==> config.mk <==
export PLATFORM = sky130hd
export DESIGN_NAME = apb_multi_master
export DESIGN_NICKNAME = d
export VERILOG_FILES = /design/src/rtl/apb_multi_master.sv
export SDC_FILE = /design/constraint.sdc
export NUM_CORES = 1
export LEC_CHECK = 0
export CAP_MARGIN = 20
export CORE_MARGIN = 2
export CORE_UTILIZATION = 33
export CTS_CLUSTER_SIZE = 14
export DETAILED_ROUTE_END_ITERATION = 10
export PLACE_DENSITY = 0.85
export SLEW_MARGIN = 20
export SYNTH_ARGS = -nofsm -noshare
export SYNTH_HDL_FRONTEND = slang
export SYNTH_SLANG_ARGS = --single-unit
==> constraint.sdc <==
create_clock -name pclk -period 2.55 [get_ports pclk]
set_input_delay 0.765 -clock pclk [delete_from_list [all_inputs] [get_ports pclk]]
set_output_delay 0.765 -clock pclk [all_outputs]
set_load 0.05 [all_outputs]
==> src/rtl/apb_multi_master.sv <==
// APB requester that talks to NUM_SLV slaves. The slave is picked by the
// top address bits, and each command runs through IDLE -> SETUP -> ACCESS.
// An optional ACCESS timeout is compiled in with `define APB_TIMEOUT_EN;
// without that macro, ACCESS waits for PREADY indefinitely.
module apb_multi_master #(
    parameter int ADDR_W  = 8,
    parameter int DATA_W  = 32,
    parameter int NUM_SLV = 4,
    parameter int TIMEOUT = 15
) (
    input  logic                      pclk,
    input  logic                      preset,
    input  logic                      cmd_valid_i,
    output logic                      cmd_ready_o,
    input  logic                      cmd_write_i,
    input  logic [ADDR_W-1:0]         cmd_addr_i,
    input  logic [DATA_W-1:0]         cmd_wdata_i,
    output logic                      rsp_valid_o,
    output logic [DATA_W-1:0]         rsp_rdata_o,
    output logic                      rsp_err_o,
    output logic [ADDR_W-1:0]         paddr_o,
    output logic                      pwrite_o,
    output logic [DATA_W-1:0]         pwdata_o,
    output logic [NUM_SLV-1:0]        psel_o,
    output logic                      penable_o,
    input  logic [NUM_SLV*DATA_W-1:0] prdata_i,
    input  logic [NUM_SLV-1:0]        pready_i,
    input  logic [NUM_SLV-1:0]        pslverr_i
);
    localparam int SW = $clog2(NUM_SLV);

    typedef enum logic [1:0] {IDLE, SETUP, ACCESS} state_t;

    state_t              state_q, state_d;
    logic                write_q;
    logic [ADDR_W-1:0]   addr_q;
    logic [DATA_W-1:0]   wdata_q;
    logic                rsp_valid_q;
    logic [DATA_W-1:0]   rsp_rdata_q;
    logic                rsp_err_q;

    logic [SW-1:0]       slv_idx;
    logic [DATA_W-1:0]   rdata_arr [NUM_SLV];
    logic                sel_ready, sel_err;
    logic [DATA_W-1:0]   sel_rdata;
    logic                take, done, abort;

    // Unpack the flat PRDATA bus so the selected slave can be indexed directly.
    for (genvar k = 0; k < NUM_SLV; k++) begin : g_unpack
        assign rdata_arr[k] = prdata_i[k*DATA_W +: DATA_W];
    end

    // Only the addressed slave's handshake is looked at; the others are don't-care.
    assign slv_idx   = addr_q[ADDR_W-1 -: SW];
    assign sel_ready = pready_i[slv_idx];
    assign sel_err   = pslverr_i[slv_idx];
    assign sel_rdata = rdata_arr[slv_idx];

    assign take = (state_q == IDLE) && cmd_valid_i;
    assign done = (state_q == ACCESS) && sel_ready;

`ifdef APB_TIMEOUT_EN
    localparam int TW = $clog2(TIMEOUT + 1);
    logic [TW-1:0] tmo_q;

    // Reaching the last allowed stalled cycle aborts the transfer.
    assign abort = (state_q == ACCESS) && !sel_ready && (tmo_q == TW'(TIMEOUT - 1));

    // Count stalled ACCESS cycles; cleared whenever we are not stalling.
    always_ff @(posedge pclk or posedge preset) begin
        if (preset)
            tmo_q <= '0;
        else if ((state_q == ACCESS) && !sel_ready)
            tmo_q <= tmo_q + 1'b1;
        else
            tmo_q <= '0;
    end
`else
    assign abort = 1'b0;
`endif

    // State register.
    always_ff @(posedge pclk or posedge preset) begin
        if (preset) state_q <= IDLE;
        else        state_q <= state_d;
    end

    // Next-state logic: SETUP is always a single cycle.
    always_comb begin
        state_d = state_q;
        case (state_q)
            IDLE:    if (cmd_valid_i) state_d = SETUP;
            SETUP:   state_d = ACCESS;
            ACCESS:  if (done || abort) state_d = IDLE;
            default: state_d = IDLE;
        endcase
    end

    // Bus outputs, which are decoded from the state and the captured command.
    always_comb begin
        cmd_ready_o = (state_q == IDLE) && !preset;
        psel_o      = '0;
        penable_o   = 1'b0;
        if (state_q != IDLE)   psel_o    = NUM_SLV'(1) << slv_idx;
        if (state_q == ACCESS) penable_o = 1'b1;
    end

    // Command capture, plus a response register that holds its value until the next completion.
    always_ff @(posedge pclk or posedge preset) begin
        if (preset) begin
            write_q     <= 1'b0;
            addr_q      <= '0;
            wdata_q     <= '0;
            rsp_valid_q <= 1'b0;
            rsp_rdata_q <= '0;
            rsp_err_q   <= 1'b0;
        end else begin
            if (take) begin
                write_q <= cmd_write_i;
                addr_q  <= cmd_addr_i;
                wdata_q <= cmd_wdata_i;
            end
            rsp_valid_q <= done || abort;
            if (done) begin
                rsp_err_q   <= sel_err;
                rsp_rdata_q <= write_q ? '0 : sel_rdata;
            end else if (abort) begin
                rsp_err_q   <= 1'b1;
                rsp_rdata_q <= '0;
            end
        end
    end

    assign paddr_o     = addr_q;
    assign pwrite_o    = write_q;
    assign pwdata_o    = wdata_q;
    assign rsp_valid_o = rsp_valid_q;
    assign rsp_rdata_o = rsp_rdata_q;
    assign rsp_err_o   = rsp_err_q;

endmodule

### After elaboration in Yosys (flattened, before gate mapping)

Index checks and enable logic that the tools add are counted.

* bits in registers: 77
* bits of input ports: 180
* output and inout port bits: 81

* order comparisons: 2
* equality and inequality tests: 4
* shift-type cells: 1
* multiplexer cells: 13
* bitwise logic cells: 1
* reduce and logical (&&, ||, !) cells: 7

Operator list (number)
* 2-to-1 mux 32 bit: 3
* binary-select mux 32 bit (select 2 bit): 1
* one-hot mux 2 bit (3 select lines): 1
* binary-select mux 1 bit (select 2 bit): 2
* 2-to-1 mux 2 bit: 2
* 2-to-1 mux 4 bit: 1
* != test 2 bit (second input constant): 2
* << shifter 1 x 2 -> 4 bit (first input constant): 1
* >= comparator 3 bit (second input constant): 1
* logical AND 1 bit: 3
* < comparator 2 x 3 -> 1 bit (second input constant): 1
* 2-to-1 mux 1 bit: 3
* inverter 2 -> 3 bit: 1
* == test 2 x 1 -> 1 bit (second input constant): 1
* == test 2 bit (second input constant): 1
* zero test 2 bit: 1
* AND reduction 2 bit: 1
* nonzero test 2 bit: 1
* zero test 1 bit: 1

### Depth between registers and ports, before layout

* depth in word-level cells: 5
* depth in mapped cells: 6
* mapped depth without buffers: 3

### Least setup slack after synthesis

OpenSTA, ideal clock, no wires.

* kind: register to output
* start point: register addr_q[6] (netlist: paddr_o[6])
* end point: output port psel_o[1]
* data arrival time: 2.453 ns
* data required time: 1.785 ns
* setup slack: -0.668 ns
* cell stages (with the launch flop): 4
* path through: dfrtp_1 > buf_2 > buf_1 > nor3b_1

* longest elaborated chain between the ends: 2

Ends and longest elaborated chain
* start, declared: RTL line 36 `logic [ADDR_W-1:0] addr_q;`
* start signal, assigned: RTL line 120 `addr_q <= cmd_addr_i;`
* << shifter 1 x 2 -> 4 bit: RTL line 104 `if (state_q != IDLE) psel_o = NUM_SLV'(1) << slv_idx;`
* 2-to-1 mux 4 bit: RTL line 104
* end, declared: RTL line 24 `output logic [NUM_SLV-1:0] psel_o,`

Every way passes these cells.

### Worst setup path after layout

* start point: input port preset
* end point: output port cmd_ready_o

* longest elaborated chain between the ends: 2

Ends and longest elaborated chain
* start, declared: RTL line 12 `input logic preset,`
* zero test 1 bit (no source line)
* logical AND 1 bit: RTL line 101 `cmd_ready_o = (state_q == IDLE) && !preset;`
* end, declared: RTL line 14 `output logic cmd_ready_o,`

Every way passes these cells.

==> results.toml <==
[run_status]
status = "finished clean"

[sta]
setup_viol = 0
layout_min_cycle_time_ns = 2.38
rsz0062_at_grt = "no"
slew_violations = 0
clock_skew_ns = 0.0102
tightest_slew_ns = 0.673
fin_crit_sh_pct = 93.3
fin_tns_setup_ns = 0
max_freq_mhz = 420
relSlewSlack_pct = 55.2
finalHoldViolCount = 0

[synthesis]
yosysTopAreaCell = "dfrtp_1"
ys_ff_latch = 77
yosys.area_share.xor_xnor_pct = 0
synth_area_leaders = "dfrtp_1, mux2i_1, mux2_2"
ys_seq_area_share_pct = 47.9
synth_common_cells = "dfrtp_1, mux2i_1, mux2_2, o22ai_1, mux2_4"
synth_edf_count = 0
synth_top_area_share_pct = 47.9
synth_top_family_by_area = "multiplexers"
synth_most_common_cell = "dfrtp_1"
synthFlopType = "dfrtp_1"
syn_nets = 471
ys_warn_count = 0
syn_avg_cell_area_um2 = 13.8
synth_compound_area_share_pct = 5.67
synthSimpleGateAreaFrac_pct = 2.15
synth_area_um2 = 4020
synthAdderAreaFrac_pct = 0
synthCells = 291
synthMuxAreaShare_pct = 40.7
ys_async_sr_fraction_pct = 100
ys_types = 25

[die]
dieArea_um2 = 13100
die_w_um = 114
io_pins = 261
die_h_um = 114
rows = 40
start_util_pct = 33.6
core_region_area_um2 = 12000

[worst_setup_path]
arrival_ns = 1.62
cp-end-kind = "output pin"
crit_path_max_incr_delay_ns = 0.47
cp_cell_sequence = "clkdlybuf4s50_1 -> nor3_2 -> buf_12"
start_kind = "input port"
path_max_fanout = 2
cp.required_ns = 1.79
critPathSlowestCell = "clkdlybuf4s50_1"
crit_type = "in2out"

[placement]
portBuffers = 260
routabilityCongestion = 0.707
place_hpwl_um = 9500
placed_area_um2 = 6800

[final_layout]
drive_above_1_share_pct = 20.5
multi_input_area_um2 = 1970
regArea_um2 = 1930
fin_area_um2 = 7150
fillers = 964
diodes = 0
area_growth_syn_to_layout_pct = 77.8
fin_nets = 725

[power]
p_sw_w = 0.00435
swShare_pct = 45.0
power_frac_comb_pct = 62.3
pwr-share-clk_pct = 15.4
power_leakage_nw = 3.05
peakVddDrop_mv = 0.902
p_int_w = 0.00531
sequentialPowerShare_pct = 22.3
power_density_nw_per_um2 = 1350

[global_route]
gr-total-overflow = 0
grt_max_degree = 78
antenna_found_initial = 0
grt_first_pass_wirelength_um = 18800
grtUsageTotal_pct = 18.5
grt_pass1_vias = 3780

[routing]
drc = 0
antenna_left = 0
vias = 3419
wl_um = 12500
vias_per_cell = 4.91
routedWlPerCell_um = 17.9
first_pass_iters = 4
drt_iter0_drc = 101

[clocking]
clock_latency_ns = 0.33
clock_sink_count = 77
cts_buffers = 9
cts_tree = "built"
root_buffer = "clkbuf_16"
cts-resized-gates = 1
clkSlewWorstSetupHoldPaths_ns = 0.05
cts_setup_buffers = 0
clk_path_buf_depth = 2
holdBufCountCts = 0
cts_htree_levels = 3

[min_path]
hp-class = "reg2reg"

[run]
cap_violations = 0
-- cells by family (layout without fill, tap and decap cells) --
logic type | count (synthesis) | after routing
flip-flops | 77 | 77
buffers and inverters | 25 | 284
AND/OR/NAND/NOR | 13 | 13
multiplexers | 142 | 142
AO/OA/AOI/OAI | 34 | 34
-- per-layer routing --
metal,vias to the layer above,share of wire [%],track usage [%]
met2,180,49,32.7
met5,-,0,0
li1,1595,-,-
met1,1616,38,20.3
met3,28,10,6.41
met4,0,2.7,7.48
-- cell type report --
cell class	instances	share of cell area, %
timing repair buffer	267	37.8
multi-input combinational	189	27.6
sequential	77	27.0
clock buffer	12	3.59
tap	147	2.57
clock inverter	4	1.33
inverter	1	0.105
-- power by group through the flow --
stage	registers, W	logic [W]	clock network, W
final	0.00215	0.00602	0.00149
after global placement	0.00214	0.00596	0
after floorplan	0.00403	0.00222	0
after global routing	0.00223	0.00630	0.00158
after detailed placement	0.00216	0.00607	0
after CTS	0.00216	0.00608	0.00153
-- critical path, delay by kind of cell --
family                 cells  cell delay [ns]
buffers and inverters      2             0.64
and+or+nand+nor            1             0.20
-- worst paths after layout --
check / start / endpoint / slack, ns / cells past startpoint
worst min-delay path: rsp_rdata_o[10] / rsp_rdata_o[10] / 0.50 / 1
worst min register to register: rsp_rdata_o[10] / rsp_rdata_o[10] / 0.50 / 1
worst max register to register: paddr_o[6] / rsp_rdata_o[10] / 0.53 / 5
min in group asynchronous: preset / rsp_err_o / 0.94 / 3
worst max-delay path: preset / cmd_ready_o / 0.17 / 3
max in group asynchronous: preset / paddr_o[6] / 1.23 / 3
-- per-stage QoR --
stage	cells	power (W)	utilization (%)	worst slack [ns]	hold slack, ns
after global placement	681	0.00810	56.8	0.184	0.489
after detailed placement	681	0.00824	56.8	0.161	0.490
after global routing	697	0.0101	59.7	0.0876	0.524
after floorplan	291	0.00626	-	-0.233	0.616
after CTS	697	0.00977	59.7	0.161	0.508
final	697	0.00966	59.7	0.170	0.503
-- registers in the layout, indices dropped and copies added, names as in the netlist --
| register | flops |
|---|---|
| paddr_o | 8 |
| pwdata_o | 32 |
| pwrite_o | 1 |
| rsp_err_o | 1 |
| rsp_rdata_o | 32 |
| rsp_valid_o | 1 |
| state_q | 2 |
-- cell usage in the layout, fill, tap and decap left out, types with 2 or more instances in the layout --
cell type          n
clkbuf_16          9
bufinv_16          3
nor3b_2            2
mux2_4            29
buf_4              8
buf_12             5
mux2_2            46
nor3_2             2
o22ai_1           32
clkdlybuf4s50_1  253
dfrtp_1           76
mux2i_1           66
clkbuf_8           2
No activity file was read; power rests on OpenSTA's default activity.
